<file path="src/rtl/vga_pkg.sv">
// vga_pkg: shared definitions for the VGA test-pattern generator.
//   CNT_W          width of the hs/vs pixel/line counters
//   pattern_e      pattern-mode encodings carried on pattern_sel
//   COLOR_*        the eight palette colours (RGB888, {R,G,B})
//   palette_lookup maps a 3-bit palette index to its colour
//   frame_state_t  per-frame state (mode, bar position, frame counter)
package vga_pkg;

    localparam int CNT_W = 12;

    typedef enum logic [1:0] {
        PAT_GRID    = 2'd0,
        PAT_RAMP    = 2'd1,
        PAT_CHECKER = 2'd2,
        PAT_BAR     = 2'd3
    } pattern_e;

    localparam logic [23:0] COLOR_BLACK   = 24'h000000;
    localparam logic [23:0] COLOR_BLUE    = 24'h0000FF;
    localparam logic [23:0] COLOR_RED     = 24'hFF0000;
    localparam logic [23:0] COLOR_MAGENTA = 24'hFF00FF;
    localparam logic [23:0] COLOR_GREEN   = 24'h00FF00;
    localparam logic [23:0] COLOR_CYAN    = 24'h00FFFF;
    localparam logic [23:0] COLOR_YELLOW  = 24'hFFFF00;
    localparam logic [23:0] COLOR_WHITE   = 24'hFFFFFF;

    function automatic logic [23:0] palette_lookup(input logic [2:0] idx);
        logic [23:0] rgb;
        rgb = COLOR_BLACK;
        case (idx)
            3'd0: rgb = COLOR_BLACK;
            3'd1: rgb = COLOR_BLUE;
            3'd2: rgb = COLOR_RED;
            3'd3: rgb = COLOR_MAGENTA;
            3'd4: rgb = COLOR_GREEN;
            3'd5: rgb = COLOR_CYAN;
            3'd6: rgb = COLOR_YELLOW;
            3'd7: rgb = COLOR_WHITE;
        endcase
        return rgb;
    endfunction

    // Everything that changes only at frame start lives here, so the whole
    // per-frame state is visible as one signal in simulation.
    typedef struct packed {
        pattern_e         mode;
        logic [CNT_W-1:0] bar_pos;
        logic [15:0]      frame_cnt;
    } frame_state_t;

endpackage

</file>
<file path="src/rtl/vga_frac_step.sv">
// vga_frac_step: incremental floor(n*M/D) stepper, no divider.
// n is implicit: i_clear sets n=0, each i_step cycle advances n by one.
//   clk      clock
//   rstn     asynchronous active-low reset
//   i_clear  current sample is n=0
//   i_step   current sample is previous n + 1
//   o_q      floor(n*M/D) for the current sample (combinational from state)
module vga_frac_step #(
    parameter int M   = 256,
    parameter int D   = 640,
    parameter int Q_W = 8,
    parameter int R_W = 12
) (
    input  logic           clk,
    input  logic           rstn,
    input  logic           i_clear,
    input  logic           i_step,
    output logic [Q_W-1:0] o_q
);

    localparam int RE_W = R_W + 1;
    // M/D and M%D are elaboration-time constants; hardware only adds/compares.
    localparam logic [Q_W-1:0]  C_Q_INC       = Q_W'(M / D);
    localparam logic [Q_W-1:0]  C_Q_INC_CARRY = Q_W'(M / D + 1);
    localparam logic [RE_W-1:0] C_R_INC       = RE_W'(M % D);
    localparam logic [RE_W-1:0] C_D           = RE_W'(D);

    logic [Q_W-1:0]  r_q;
    logic [R_W-1:0]  r_rem;
    logic [Q_W-1:0]  w_q;
    logic [R_W-1:0]  w_rem;
    logic [RE_W-1:0] w_rem_sum;

    // Invariant: q*D + rem == n*M with rem < D.
    always_comb begin
        w_rem_sum = {1'b0, r_rem} + C_R_INC;
        w_q       = r_q;
        w_rem     = r_rem;
        if (i_clear) begin
            w_q   = '0;
            w_rem = '0;
        end else if (i_step) begin
            if (w_rem_sum >= C_D) begin
                w_q   = r_q + C_Q_INC_CARRY;
                w_rem = R_W'(w_rem_sum - C_D);
            end else begin
                w_q   = r_q + C_Q_INC;
                w_rem = w_rem_sum[R_W-1:0];
            end
        end
    end

    always_ff @(posedge clk or negedge rstn) begin
        if (!rstn) begin
            r_q   <= '0;
            r_rem <= '0;
        end else begin
            r_q   <= w_q;
            r_rem <= w_rem;
        end
    end

    assign o_q = w_q;

endmodule

</file>
<file path="src/rtl/vga_pattern_gen.sv">
// vga_pattern_gen: test-pattern generator driven by an external timing
// generator's pixel/line counters.
//   clk          pixel clock
//   rstn         asynchronous active-low reset
//   hs_cnt       current pixel column
//   vs_cnt       current line
//   pattern_sel  requested pattern (0 grid, 1 ramp, 2 checker, 3 bar),
//                sampled only at frame start (hs_cnt==0 && vs_cnt==0)
//   pix_data     RGB888 {R,G,B}, one clock after the hs/vs sample
//   pix_valid    one clock after the sample, high when that sample was in
//                the active area; pix_data is black whenever it is low.
//                There is no back-pressure: every cycle carries a pixel.
// The column/row/ramp trackers assume hs_cnt advances by one per clock
// within a line; hs_cnt returning to 0 at any point restarts a line.
module vga_pattern_gen
    import vga_pkg::*;
#(
    parameter int H_ACTIVE = 640,
    parameter int V_ACTIVE = 480,
    parameter int N_COLS   = 2,
    parameter int N_ROWS   = 4,
    parameter int CHK_LOG2 = 5,
    parameter int BAR_W    = 32,
    parameter int BAR_STEP = 4
) (
    input  logic             clk,
    input  logic             rstn,
    input  logic [CNT_W-1:0] hs_cnt,
    input  logic [CNT_W-1:0] vs_cnt,
    input  logic [1:0]       pattern_sel,
    output logic [23:0]      pix_data,
    output logic             pix_valid
);

    localparam int COL_W  = H_ACTIVE / N_COLS;
    localparam int ROW_H  = V_ACTIVE / N_ROWS;
    localparam int COL_IW = (N_COLS > 1) ? $clog2(N_COLS) : 1;
    localparam int ROW_IW = (N_ROWS > 1) ? $clog2(N_ROWS) : 1;
    localparam int CE_W   = CNT_W + 1;

    localparam logic [CNT_W-1:0]  C_H_ACTIVE   = CNT_W'(H_ACTIVE);
    localparam logic [CNT_W-1:0]  C_V_ACTIVE   = CNT_W'(V_ACTIVE);
    localparam logic [CNT_W-1:0]  C_COL_W      = CNT_W'(COL_W);
    localparam logic [CNT_W-1:0]  C_ROW_H      = CNT_W'(ROW_H);
    localparam logic [COL_IW-1:0] C_COL_LAST   = COL_IW'(N_COLS - 1);
    localparam logic [ROW_IW-1:0] C_ROW_LAST   = ROW_IW'(N_ROWS - 1);
    localparam logic [CE_W-1:0]   C_H_ACTIVE_E = CE_W'(H_ACTIVE);
    localparam logic [CE_W-1:0]   C_BAR_W      = CE_W'(BAR_W);
    localparam logic [CE_W-1:0]   C_BAR_STEP   = CE_W'(BAR_STEP);
    localparam logic [2:0]        C_NCOLS3     = 3'(N_COLS);

    frame_state_t      r_st;
    frame_state_t      w_st;
    logic [COL_IW-1:0] r_col;
    logic [COL_IW-1:0] w_col;
    logic [CNT_W-1:0]  r_col_bound;
    logic [CNT_W-1:0]  w_col_bound;
    logic [ROW_IW-1:0] r_row;
    logic [ROW_IW-1:0] w_row;
    logic [CNT_W-1:0]  r_row_bound;
    logic [CNT_W-1:0]  w_row_bound;
    logic [23:0]       r_pix_data;
    logic              r_pix_valid;

    logic              w_active;
    logic              w_frame_start;
    logic [CE_W-1:0]   w_bar_sum;
    logic [CE_W-1:0]   w_bar_end;
    logic              w_in_bar;
    logic [2:0]        w_pal_idx;
    logic [7:0]        w_gray;
    logic [23:0]       w_rgb;

    assign w_active      = (hs_cnt < C_H_ACTIVE) && (vs_cnt < C_V_ACTIVE);
    assign w_frame_start = (hs_cnt == '0) && (vs_cnt == '0);

    // Per-frame state. The new values are used for the frame-start pixel
    // itself, so the first pixel of a frame already shows the new mode/bar.
    always_comb begin
        w_st      = r_st;
        w_bar_sum = {1'b0, r_st.bar_pos} + C_BAR_STEP;
        if (w_frame_start) begin
            w_st.mode      = pattern_e'(pattern_sel);
            w_st.frame_cnt = r_st.frame_cnt + 16'd1;
            if (w_bar_sum >= C_H_ACTIVE_E) begin
                w_st.bar_pos = CNT_W'(w_bar_sum - C_H_ACTIVE_E);
            end else begin
                w_st.bar_pos = w_bar_sum[CNT_W-1:0];
            end
        end
    end

    // Column tracker: r_col_bound holds the hs value where the next column
    // starts. Saturates at the last column so blanking cannot overflow it.
    always_comb begin
        w_col       = r_col;
        w_col_bound = r_col_bound;
        if (hs_cnt == '0) begin
            w_col       = '0;
            w_col_bound = C_COL_W;
        end else if ((hs_cnt == r_col_bound) && (r_col != C_COL_LAST)) begin
            w_col       = r_col + COL_IW'(1);
            w_col_bound = r_col_bound + C_COL_W;
        end
    end

    // Row tracker: evaluated only on the first pixel of each line.
    always_comb begin
        w_row       = r_row;
        w_row_bound = r_row_bound;
        if (hs_cnt == '0) begin
            if (vs_cnt == '0) begin
                w_row       = '0;
                w_row_bound = C_ROW_H;
            end else if ((vs_cnt == r_row_bound) && (r_row != C_ROW_LAST)) begin
                w_row       = r_row + ROW_IW'(1);
                w_row_bound = r_row_bound + C_ROW_H;
            end
        end
    end

    always_ff @(posedge clk or negedge rstn) begin
        if (!rstn) begin
            r_st        <= '{mode: PAT_GRID, bar_pos: '0, frame_cnt: '0};
            r_col       <= '0;
            r_col_bound <= C_COL_W;
            r_row       <= '0;
            r_row_bound <= C_ROW_H;
        end else begin
            r_st        <= w_st;
            r_col       <= w_col;
            r_col_bound <= w_col_bound;
            r_row       <= w_row;
            r_row_bound <= w_row_bound;
        end
    end

    vga_frac_step #(
        .M   (256),
        .D   (H_ACTIVE),
        .Q_W (8),
        .R_W (CNT_W)
    ) u_ramp (
        .clk     (clk),
        .rstn    (rstn),
        .i_clear (hs_cnt == '0),
        .i_step  (1'b1),
        .o_q     (w_gray)
    );

    // Truncating each term to 3 bits keeps the product/sum correct mod 8.
    assign w_pal_idx = 3'(w_row) * C_NCOLS3 + 3'(w_col);

    // Bar compare is done one bit wider so it clips at the right edge
    // instead of wrapping.
    assign w_bar_end = {1'b0, w_st.bar_pos} + C_BAR_W;
    assign w_in_bar  = (hs_cnt >= w_st.bar_pos) && ({1'b0, hs_cnt} < w_bar_end);

    always_comb begin
        w_rgb = COLOR_BLACK;
        case (w_st.mode)
            PAT_GRID:    w_rgb = palette_lookup(w_pal_idx);
            PAT_RAMP:    w_rgb = {w_gray, w_gray, w_gray};
            PAT_CHECKER: w_rgb = (hs_cnt[CHK_LOG2] ^ vs_cnt[CHK_LOG2]) ? COLOR_WHITE : COLOR_BLACK;
            PAT_BAR:     w_rgb = w_in_bar ? COLOR_WHITE : COLOR_BLUE;
        endcase
    end

    always_ff @(posedge clk or negedge rstn) begin
        if (!rstn) begin
            r_pix_data  <= COLOR_BLACK;
            r_pix_valid <= 1'b0;
        end else begin
            r_pix_valid <= w_active;
            r_pix_data  <= w_active ? w_rgb : COLOR_BLACK;
        end
    end

    assign pix_data  = r_pix_data;
    assign pix_valid = r_pix_valid;

endmodule

</file>
<file path="config.mk">
export PLATFORM = sky130hd
export DESIGN_NAME = vga_pattern_gen
export DESIGN_NICKNAME = d
export VERILOG_FILES = /design/src/rtl/vga_pkg.sv /design/src/rtl/vga_frac_step.sv /design/src/rtl/vga_pattern_gen.sv
export SDC_FILE = /design/constraint.sdc
export NUM_CORES = 1
export LEC_CHECK = 0
export ABC_CLOCK_PERIOD_IN_PS = 5600
export CAP_MARGIN = 20
export CORE_MARGIN = 3
export CORE_UTILIZATION = 25
export CTS_CLUSTER_SIZE = 28
export DETAILED_ROUTE_END_ITERATION = 7
export DONT_BUFFER_PORTS = 1
export GPL_ROUTABILITY_DRIVEN = 0
export PLACE_DENSITY_LB_ADDON = 0.25
export SYNTH_ARGS = -nofsm -noshare
export SYNTH_HDL_FRONTEND = slang
export SYNTH_SLANG_ARGS = --single-unit
export TNS_END_PERCENT = 1
</file>
<file path="constraint.sdc">
create_clock -name clk -period 5.6 [get_ports clk]
set_input_delay 1.12 -clock clk [delete_from_list [all_inputs] [get_ports clk]]
set_output_delay 1.12 -clock clk [all_outputs]
set_load 0.02 [all_outputs]
</file>
# Yosys cells after proc, flatten, opt, wreduce, memory -nomap -nowiden
# Memory sizes are Yosys's and may differ from the RTL's.
# Cells that the tools add are included.
# op_classes
n_addsub	12
n_lt_le_gt_ge	6
eq_ne	6
muxes	19
bitwise	2
reduce_logical	11
# ops
operator	count
$pmux 24 s4	1
$mux 12	7
$mux 24	3
$mux 30	1
$ge 13x10->1 const B	2
$eq 12x12->1	2
$logic_not 12->1	2
$sub 12x10->12 const B	2
$add 16x1->16 const B	1
$mux 8	2
$add 12x3->13 const B	1
$add 12x6->13 const B	1
$add 12x9->13 const B	1
$lt 12x13->1	1
$add 12x7->12 const B	1
$add 12x9->12 const B	1
$ge 12x12->1	1
$lt 12x10->1 const B	1
$lt 12x9->1 const B	1
$add 8x1->8 const B	1
$mux 2	3
$logic_and 1x1->1	5
$eq 2x2->1 const B	2
$reduce_bool 2->1	2
other kinds (10)	11
# totals
ff_bits	102
romBits	192
in_bits	28
out_inout_bits	25
elab_cells	68
memories	1
# memory_table
memory	words	width	read_ports	rd_ports_with_merged_regs	write_ports	line_no	source
(no name shown)	8	24	1	0	0	vga_pkg.sv:30	case (idx)

# Depth between registers and ports, before layout
# logic_depth
word_depth	10
ltp_mapped	23
depth_no_buf	21

# Modules after synthesis
# From an unflattened synthesis, not the netlist that was laid out.
# hier_totals
cells_unflattened	496
hier_area_um2	4533.1
# modules_own_cells
mod	instances	cells_each	area_per_inst_um2	seq_area_each_um2
vga_pattern_gen	1	401	3632.2	1383.8
vga_frac_step	1	95	900.9	325.3

# Least setup slack after synthesis
# OpenSTA, ideal clock, no wires.
# synth_timing
path_type	input to register
from	in hs_cnt[2]
to	reg r_pix_data[13], in the netlist pix_data[13]
setup_ps	143
arrival_ps	4452
t_required_ps	5457
slack_ps	1005
stages	19
path_buffers	3
path_cell_list	nor4_2 > and4_1 > buf_2 > nand2_2 > buf_2 > nor3_1 > mux2i_1 > xnor2_2 > inv_1 > ha_1 > a21o_1 > a211o_1 > a31oi_1 > a211oi_1 > o311a_1 > a21boi_1 > nand4_4 > buf_6 > a31oi_1
# synth_rtl
element	line_no	source
from (decl)	vga_pattern_gen.sv:28	input logic [CNT_W-1:0] hs_cnt,
to (signal assigned)	vga_pattern_gen.sv:175	r_pix_data <= w_active ? w_rgb : COLOR_BLACK;
to (decl)	vga_pattern_gen.sv:62	logic [23:0] r_pix_data;

==> summary.md <==
| Metric | Value |
|---|---|
| 1st-iter DRT viols | 182 |
| Crit start category | flip-flop |
| Finished Cell Area | 4790 um2 |
| Worst Skew | 0.00928 ns |
| Post-synth top area share | 36.2% |
| Fin. max-slew vios | 0 |
| Root Buffer | clkbuf_16 |
| GRT met1 Usage | 16.8% |
| Gate Count Post-Synth | 446 |
| Ant diodes | 0 |
| Initial antenna violation count | 0 |
| CP Data Required Time | 5.77 ns |
| CP arrival | 5.06 ns |
| Share of cells above drive strength 1 | 11.9% |
| Synthesized area | 4290 um2 |
| Yosys warning total | 0 |
| Clock sinks | 68 |
| Post-route minimum period | 4.89 ns |
| Layout Nets | 505 |
| Cell Area, Placed | 4530 um2 |
| Multi-input logic area | 2390 um2 |
| DP HPWL | 8730 um |
| Largest cells by area after synthesis | dfrtp_1, ha_1, xnor2_1 |
| DR pass1 iterations | 7 |
| CP Class | flip-flop to flip-flop |
| Postcts setup bufs | 0 |
| Routed vias | 3304 |
| IO buf count | 0 |
| Sequential area share after synthesis | 39.9% |
| Vias/cell | 4.92 |
| Total track usage | 12.5% |
| Num ports | 53 |
| CTS buffer count | 9 |
| Die Wd | 137 um |
| Worst setup EP type | flip-flop |
| Max cap viols | 0 |
| CTS max path bufs | 2 |
| Post-Syn Nets | 503 |
| Hold_buf cts | 0 |
| Max Fclk | 205 MHz |
| Clock Latency Late Sink | 0.33 ns |
| Row cnt | 47 |
| Post-detailed-route DRC marker count | 0 |
| Final period util | 87.3% |
| Mean Syn Cell Area | 9.61 um2 |
| RSZ-0062 raised after global routing | false |
| Post-synth top flop | dfrtp_1 |
| DIE HEIGHT | 137 um |
| Worst-margin pin slew | 0.655 ns |
| Sequential Area | 1710 um2 |
| TritonCTS clock tree | yes |
| Vias in the first global route | 3202 |
| Leading area contributor after synthesis | dfrtp_1 |
| Global-route wire length before repair | 18000 um |
| Maximum fanout along the worst path | 16 |
| Most common cell in the netlist | dfrtp_1 |
| Setup TNS | 0 ns |
| Grt ovf | 0 |
| Core Box Area | 16700 um2 |
| WL final | 11400 um |
| Static Leak | 2.12 nW |
| Layout area overhead | 11.8% |
| Post-synth top cells | dfrtp_1, nor2_1, xnor2_1 |
| Reg clk slew, reported paths | 0.06 ns |
| Slew headroom | 56.1% |
| Pwr Density | 308 nW/um2 |
| Yosys reg bits | 68 |
| Outcome | complete, no violations |
| Die Area | 18800 um2 |
| Mean routed wirelength per cell | 17.0 um |
| Initial Util | 25.7% |
| Peak supply drop | 0.000137 V |
| Met3 Use GR | 4.63% |
| Final setup viols | 0 |
| WHS | 0.485 ns |
| Synth unique cells | 72 |
| H-tree Lvls | 3 |
| Final ANT Viol Nets | 0 |
| Met2 GRT Util | 18.7% |
| Post-synth EDFFs | 0 |
| PostCTS Resize Cnt | 0 |
| Final hold viol count | 0 |
| Largest net degree at the start of global routing | 69 |
| Class of the worst hold path | input port to asynchronous set/reset pin |
| Fillcell total | 1776 |
| GRT busiest layer | met2 |
| FFs w/ async S/R, synth | 100% |
-- report_power, final --
group | internal (mW) | switching (mW)
combinational | 0.166 | 0.202
clock | 0.297 | 0.216
sequential | 0.543 | 0.0511
total | 1.01 | 0.469
-- layer usage --
metal,part of all wire [%],wire length (um),up-vias
met4,0.81,93,0
met3,7.8,889,7
li1,-,-,1612
met2,45,5170,69
met1,46,5280,1616
met5,0,0,-
-- area by class of cell --
class / count / area share, %
timing repair buffer: 8 / 1.25
multi-input combinational: 338 / 50.0
clock inverter: 6 / 0.862
inverter: 23 / 1.80
clock buffer: 9 / 4.70
tap: 220 / 5.74
sequential: 68 / 35.7
-- worst max-delay path: stages (launching register included) --
cell and delay, ns:
dfrtp_1 0.55, ha_1 0.25, and4_1 0.26, nand2_1 0.12, xor2_1 0.18, ha_1 0.25, o31a_1 0.32, o2111ai_1 0.28
a211oi_4 0.06, mux2i_1 0.28, xnor2_2 0.16, inv_1 0.09, ha_1 0.30, a21o_1 0.16, a211o_1 0.31, a31oi_1 0.15
a211oi_1 0.09, o311a_1 0.37, a21boi_1 0.17, nand4_4 0.24, a31oi_1 0.14
-- sequential cells by signal, summed over array words and instances (netlist names) --
name and cells:
u_ramp.r_rem 5, r_col 1, u_ramp.r_q 8, r_row_bound 9, r_col_bound 6, r_row 2
r_st 12, pix_data 24, pix_valid 1
-- metrics by stage --
step	worst slack (ns)	std cells	util, %	power [mW]
after detailed placement	0.435	657	27.1	0.971
after global routing	0.316	672	28.7	1.57
after global placement	0.410	657	27.1	0.961
final	0.713	672	28.7	1.48
after floorplan	1.01	446	-	0.895
after CTS	0.703	672	28.7	1.50
-- layout by cell type (no fill, tap or decap), types with 5 or more instances in the layout --
| cell type | synthesis | final |
|---|---|---|
| dfrtp_1 | 62 | 62 |
| nor2_1 | 44 | 44 |
| xnor2_1 | 32 | 32 |
| nand2_1 | 30 | 30 |
| ha_1 | 29 | 29 |
| inv_1 | 23 | 23 |
| a31oi_1 | 23 | 23 |
| a21oi_1 | 20 | 20 |
| xor2_1 | 18 | 18 |
| o21ai_0 | 17 | 17 |
| nand4_1 | 10 | 10 |
| nor3_1 | 9 | 9 |
| clkbuf_16 | 0 | 9 |
| nand3_1 | 8 | 8 |
| buf_4 | 1 | 8 |
| and4_1 | 7 | 7 |
| nor4_1 | 6 | 6 |
| mux2i_1 | 6 | 6 |
| dfstp_2 | 6 | 6 |
| or3_1 | 5 | 5 |
| o21ai_1 | 5 | 5 |
-- cells by family after synthesis --
logic type | count (synthesis) | share of synthesized area (%)
fa+ha+maj | 29 | 8.46
compound gates | 102 | 16.4
simple gates | 148 | 18.5
flops | 68 | 39.9
buf+inv | 40 | 4.26
xor+xnor | 51 | 10.6
mux | 8 | 1.93
-- path summary, 6_finish.rpt --
kind,start,to,slack (ns),cells after the start
setup / recovery,r_st[19],pix_data[21],0.71,20
hold / removal,rstn,u_ramp.r_rem[11],0.48,0
setup reg to reg,r_st[19],pix_data[21],0.71,20
hold reg to reg,u_ramp.r_q[7],u_ramp.r_q[7],0.54,2
max in group asynchronous,rstn,r_row_bound[6],4.91,0
min in group clk,u_ramp.r_q[7],u_ramp.r_q[7],0.54,2
Note: power is estimated with default switching activity, not from simulation.
